### src/rtl/imm_ext_ctrl.sv
// ---------------------------------------------------------------------------
// imm_ext_ctrl
//   Decode-stage immediate unit. Each accepted instruction word is decoded
//   into an extension mode (SIGN / ZERO / LUI / BRANCH) from its opcode, the
//   raw immediate is extended to DATA_W bits, and the {mode, imm} pair is
//   queued in a 2-entry FIFO that the EX operand mux drains. A saturating
//   counter tracks cycles in which a result is waiting but not accepted.
//
// Ports
//   clk        rising-edge clock
//   rst_n      asynchronous active-low reset
//   in_valid   in_instr valid this cycle
//   in_ready   FIFO has room (registered count only)
//   in_instr   instruction word, opcode [31:26], immediate [15:0]
//   flush      synchronous discard of every buffered entry
//   out_valid  head entry valid
//   out_ready  consumer accepts head entry
//   out_imm    extended immediate of head entry
//   out_mode   00 SIGN, 01 ZERO, 10 LUI, 11 BRANCH
//   stall_clr  synchronous clear of stall_cnt
//   stall_cnt  saturating count of out_valid & !out_ready cycles
// ---------------------------------------------------------------------------
module imm_ext_ctrl #(
   parameter int DATA_W = 32,
   parameter int IMM_W  = 16,
   parameter int CNT_W  = 16
) (
   input  logic              clk,
   input  logic              rst_n,
   input  logic              in_valid,
   output logic              in_ready,
   input  logic [DATA_W-1:0] in_instr,
   input  logic              flush,
   output logic              out_valid,
   input  logic              out_ready,
   output logic [DATA_W-1:0] out_imm,
   output logic [1:0]        out_mode,
   input  logic              stall_clr,
   output logic [CNT_W-1:0]  stall_cnt
);

   localparam logic [1:0] MODE_SIGN   = 2'b00;
   localparam logic [1:0] MODE_ZERO   = 2'b01;
   localparam logic [1:0] MODE_LUI    = 2'b10;
   localparam logic [1:0] MODE_BRANCH = 2'b11;

   function automatic logic [1:0] decode_mode(input logic [5:0] op);
      case (op)
         6'h0C, 6'h0D, 6'h0E: decode_mode = MODE_ZERO;
         6'h0F:               decode_mode = MODE_LUI;
         6'h04, 6'h05:        decode_mode = MODE_BRANCH;
         default:             decode_mode = MODE_SIGN;
      endcase
   endfunction

   function automatic logic [DATA_W-1:0] extend(input logic [1:0] mode,
                                                input logic [IMM_W-1:0] imm);
      logic s;
      s = imm[IMM_W-1];
      case (mode)
         MODE_ZERO:   extend = {{(DATA_W-IMM_W){1'b0}}, imm};
         MODE_LUI:    extend = {imm, {(DATA_W-IMM_W){1'b0}}};
         MODE_BRANCH: extend = {{(DATA_W-IMM_W-2){s}}, imm, 2'b00};
         default:     extend = {{(DATA_W-IMM_W){s}}, imm};
      endcase
   endfunction

   function automatic logic [CNT_W-1:0] sat_inc(input logic [CNT_W-1:0] v);
      sat_inc = (&v) ? v : v + CNT_W'(1);
   endfunction

   logic [DATA_W-1:0] mem_imm [2];
   logic [1:0]        mem_mode [2];
   logic [1:0]        count;
   logic              wr_ptr;
   logic              rd_ptr;
   logic              push;
   logic              pop;
   logic [1:0]        new_mode;
   logic [DATA_W-1:0] new_imm;

   // Instruction bits between opcode and immediate carry no information here.
   logic unused_bits;
   assign unused_bits = ^in_instr[DATA_W-7:IMM_W];

   assign in_ready  = (count != 2'd2);
   assign out_valid = (count != 2'd0);
   assign out_imm   = mem_imm[rd_ptr];
   assign out_mode  = mem_mode[rd_ptr];

   // flush outranks both sides of the handshake
   assign push = in_valid & in_ready & ~flush;
   assign pop  = out_valid & out_ready & ~flush;

   assign new_mode = decode_mode(in_instr[DATA_W-1:DATA_W-6]);
   assign new_imm  = extend(new_mode, in_instr[IMM_W-1:0]);

   always_ff @(posedge clk or negedge rst_n) begin
      if (!rst_n) begin
         count  <= 2'd0;
         wr_ptr <= 1'b0;
         rd_ptr <= 1'b0;
         for (int i = 0; i < 2; i++) begin
            mem_imm[i]  <= '0;
            mem_mode[i] <= MODE_SIGN;
         end
      end else if (flush) begin
         // Align write pointer to read pointer so the head slot (and hence
         // out_imm/out_mode) keeps its last value while empty.
         count  <= 2'd0;
         wr_ptr <= rd_ptr;
      end else begin
         if (push) begin
            mem_imm[wr_ptr]  <= new_imm;
            mem_mode[wr_ptr] <= new_mode;
            wr_ptr           <= ~wr_ptr;
         end
         if (pop) begin
            rd_ptr <= ~rd_ptr;
         end
         case ({push, pop})
            2'b10:   count <= count + 2'd1;
            2'b01:   count <= count - 2'd1;
            default: count <= count;
         endcase
      end
   end

   always_ff @(posedge clk or negedge rst_n) begin
      if (!rst_n) begin
         stall_cnt <= '0;
      end else if (stall_clr) begin
         stall_cnt <= '0;
      end else if (out_valid && !out_ready) begin
         stall_cnt <= sat_inc(stall_cnt);
      end
   end

endmodule
### config.mk
export PLATFORM = sky130hd
export DESIGN_NAME = imm_ext_ctrl
export DESIGN_NICKNAME = d
export VERILOG_FILES = /design/src/rtl/imm_ext_ctrl.sv
export SDC_FILE = /design/constraint.sdc
export NUM_CORES = 1
export LEC_CHECK = 0
export ABC_AREA = 1
export BUFFER_PORTS_ARGS = -buffer_cell sky130_fd_sc_hd__buf_2
export CAP_MARGIN = 20
export CORE_ASPECT_RATIO = 0.6
export CORE_MARGIN = 3
export CORE_UTILIZATION = 58
export CTS_CLUSTER_SIZE = 20
export DETAILED_ROUTE_END_ITERATION = 6
export PLACE_DENSITY = 0.89
export SETUP_SLACK_MARGIN = 0.15
export SLEW_MARGIN = 20
export SYNTH_ARGS = -nofsm -noshare
export SYNTH_HDL_FRONTEND = slang
export SYNTH_SLANG_ARGS = --single-unit
### constraint.sdc
create_clock -name clk -period 4.35 [get_ports clk]
set_clock_uncertainty 0.15 [all_clocks]
set_input_delay 0.87 -clock clk [delete_from_list [all_inputs] [get_ports clk]]
set_output_delay 0.87 -clock clk [all_outputs]
set_load 0.02 [all_outputs]
==> flow_metrics.env <==
export IMPL_status="complete, no violations"
export IMPL_setup_viol=0
export IMPL_antenna_cells=0
export IMPL_hold_path_class="register to register"
export IMPL_power_switching_uw=1400
export IMPL_area_growth_pct=16.11
export IMPL_max_cap_violations=0
export IMPL_cts_hold_fix_buffers=0
export IMPL_grt_use_total=0.2766
export IMPL_ant_nets=0
export IMPL_via_count=4273
export IMPL_grt_pass1_wl_um=19230
export IMPL_grt_pass1_vias=3983
export IMPL_fillers=597
export IMPL_grt_max_degree=70
export IMPL_syn_area_per_cell_um2=7.406
export IMPL_gp_congestion=0.9228
export IMPL_drc_errors=0
export IMPL_floorplan_initialDensity=0.6076
export IMPL_vias_per_cell=5.471
export IMPL_num_io_pins=90
export IMPL_critPathLaunch="rd_ptr"
export IMPL_dp_cells=766
export IMPL_post_cts_buffers=0
export IMPL_syn_nets=645
export IMPL_fin_nets=712
export IMPL_synth_cell_area_um2=4488
export IMPL_cts_htree_levels=3
export IMPL_cp_start_kind="register"
export IMPL_synthCells=606
export IMPL_insertion_delay_ns=0.35
export IMPL_cts_sinks=88
export IMPL_core_area_um2=7387
export IMPL_ctsResizeCount=0
export IMPL_ir_drop_uv=514.6
export IMPL_post_route_period_util=0.6988
export IMPL_wl_per_cell_um=15.10
export IMPL_rows=24
export IMPL_gr_total_overflow=0
export IMPL_p_sw_frac=0.4123
export IMPL_fmax_ghz=0.3290
export IMPL_r2r_start="stall_cnt[0]"
export IMPL_leakage_uw=0.002722
export IMPL_fin_util=0.7055
export IMPL_die_area_um2=8865
export IMPL_cp_max_fo=66
export IMPL_die_w_um=119.6
export IMPL_end_kind="output pin"
export IMPL_drt_total_wl_um=11790
export IMPL_antenna_found_initial=0
export IMPL_relSlewSlack=0.3333
export IMPL_synth_cell_type_count=26
export IMPL_drt_iter0_markers=449
export IMPL_instances_no_fill=781
export IMPL_clockBufferDepth=2
export IMPL_arrival_ns=2.02
export IMPL_tightest_slew_ns=1.000
export IMPL_yosys_warnings=0
export IMPL_clkPwrFrac=0.225
export IMPL_power_frac_seq=0.400
export IMPL_critPathRequiredTime_ns=3.33
export IMPL_ys_seq_area_frac=0.4907
export IMPL_hold_start="mem_imm[5]"
export IMPL_pwr_share_comb=0.375
export IMPL_drive_gt1_frac=0.1654
export IMPL_dp_hpwl_um=8020
export IMPL_holdWs_ns=0.3334
export IMPL_synth_seq_cells=88
export IMPL_clkTransAtPathRegs_ns=0.06
export IMPL_hold_viol=0
export IMPL_fin_setup_tns_ns=0
export IMPL_root_buffer="clkbuf_16"
export IMPL_final_max_slew_violation_count=0
export IMPL_fin_crit_ns=3.040
export IMPL_grt_setup_unrepaired="false"
export IMPL_cts_tree="yes"
export IMPL_die_y_um=74.14
export IMPL_numCtsBuffers=9
export IMPL_power_density_nw_per_um2=651.7
export IMPL_p_int_uw=1996
export IMPL_portBuffers=79
export IMPL_setup_worst_path_class="register to output pin"
export IMPL_first_pass_iters=5
[layer usage]
metal / global-route usage / vias to the layer above / share of wire
met4: 0.09137 / 0 / 0.021
met3: 0.07371 / 27 / 0.090
li1: - / 2065 / -
met5: 0 / - / 0
met1: 0.3874 / 1980 / 0.44
met2: 0.4275 / 201 / 0.45
[worst max-delay path, cell delays in order, from the launching register on]
cell and delay [ns]:
dfrtp_2 1.01, o21ai_0 0.40, buf_2 0.26
[cell usage in the layout (no fill, tap or decap), drive strengths merged]
master / instances
buf: 83
bufinv: 1
dfrtp: 88
ha: 1
nor2: 31
nand4: 15
clkinv: 3
o22ai: 13
nand3: 20
o21bai: 4
o21ai: 88
a31oi: 2
o211ai: 1
or2: 1
nand2: 246
inv: 62
xor2: 6
clkbuf: 11
a21oi: 1
[cells in the mapped netlist, drive strengths merged]
library cell | number | share of area
a31oi | 2 | 0.0028
or2 | 1 | 0.0014
nor2 | 31 | 0.033
clkbuf | 15 | 0.013
buf | 12 | 0.015
nand2 | 246 | 0.21
nand3 | 20 | 0.023
dfrtp | 88 | 0.49
o22ai | 13 | 0.018
o21ai | 88 | 0.098
nand4 | 15 | 0.021
ha | 1 | 0.0028
xor2 | 6 | 0.012
inv | 62 | 0.052
o21bai | 4 | 0.0067
o211ai | 1 | 0.0017
a21oi | 1 | 0.0011
[final timing paths]
path,end,slack [ns],cells after the start
max in group asynchronous,mem_imm[51],2.78,2
worst min register to register,mem_imm[5],0.33,2
worst min-delay path,mem_imm[5],0.33,2
worst max register to register,stall_cnt[2],2.15,9
worst max-delay path,out_imm[14],1.31,2
min in group asynchronous,stall_cnt[13],0.49,1
[final cells by class]
type | instances | area [µm²] | share of cell area
repair buffers | 83 | 427.9 | 0.08211
clock inverters | 4 | 45.04 | 0.008643
flip-flops and latches | 88 | 2203 | 0.4228
well taps | 104 | 130.1 | 0.02497
inverters | 62 | 232.7 | 0.04466
multi-input cells | 429 | 1929 | 0.3702
clock buffers | 11 | 242.7 | 0.04658
[per-stage QoR]
stage | setup slack [ns] | total power (µW) | area [µm²]
finish | 1.310 | 3396 | 5211
global route | 1.121 | 3626 | 5211
CTS | 1.333 | 3396 | 5211
detailed placement | 1.672 | 2626 | 4923
global placement | 1.690 | 2568 | 4923
floorplan | 2.090 | 2185 | 4488
[registers in the layout (all words and copies together), names as in the netlist]
register / cells
rd_ptr: 1
stall_cnt: 16
mem_imm: 64
mem_mode: 4
count: 2
wr_ptr: 1
[logic make-up (layout without fill, tap and decap cells)]
| family | after synthesis | count (layout) | synth area share |
|---|---|---|---|
| flops | 88 | 88 | 0.4907 |
| buf+inv | 89 | 160 | 0.08057 |
| fa+ha+maj | 1 | 1 | 0.002787 |
| xor+xnor | 6 | 6 | 0.01171 |
| compound gates | 109 | 109 | 0.1285 |
| simple gates | 313 | 313 | 0.2858 |
[power by group through the flow]
stage | Sequential (µW) | Clock, µW | Combinational [µW]
floorplan | 1260 | 0 | 930
finish | 1360 | 765 | 1270
CTS | 1350 | 770 | 1270
detailed placement | 1360 | 0 | 1260
global route | 1400 | 806 | 1420
global placement | 1350 | 0 | 1220
Power figures use the tool's default switching activity.
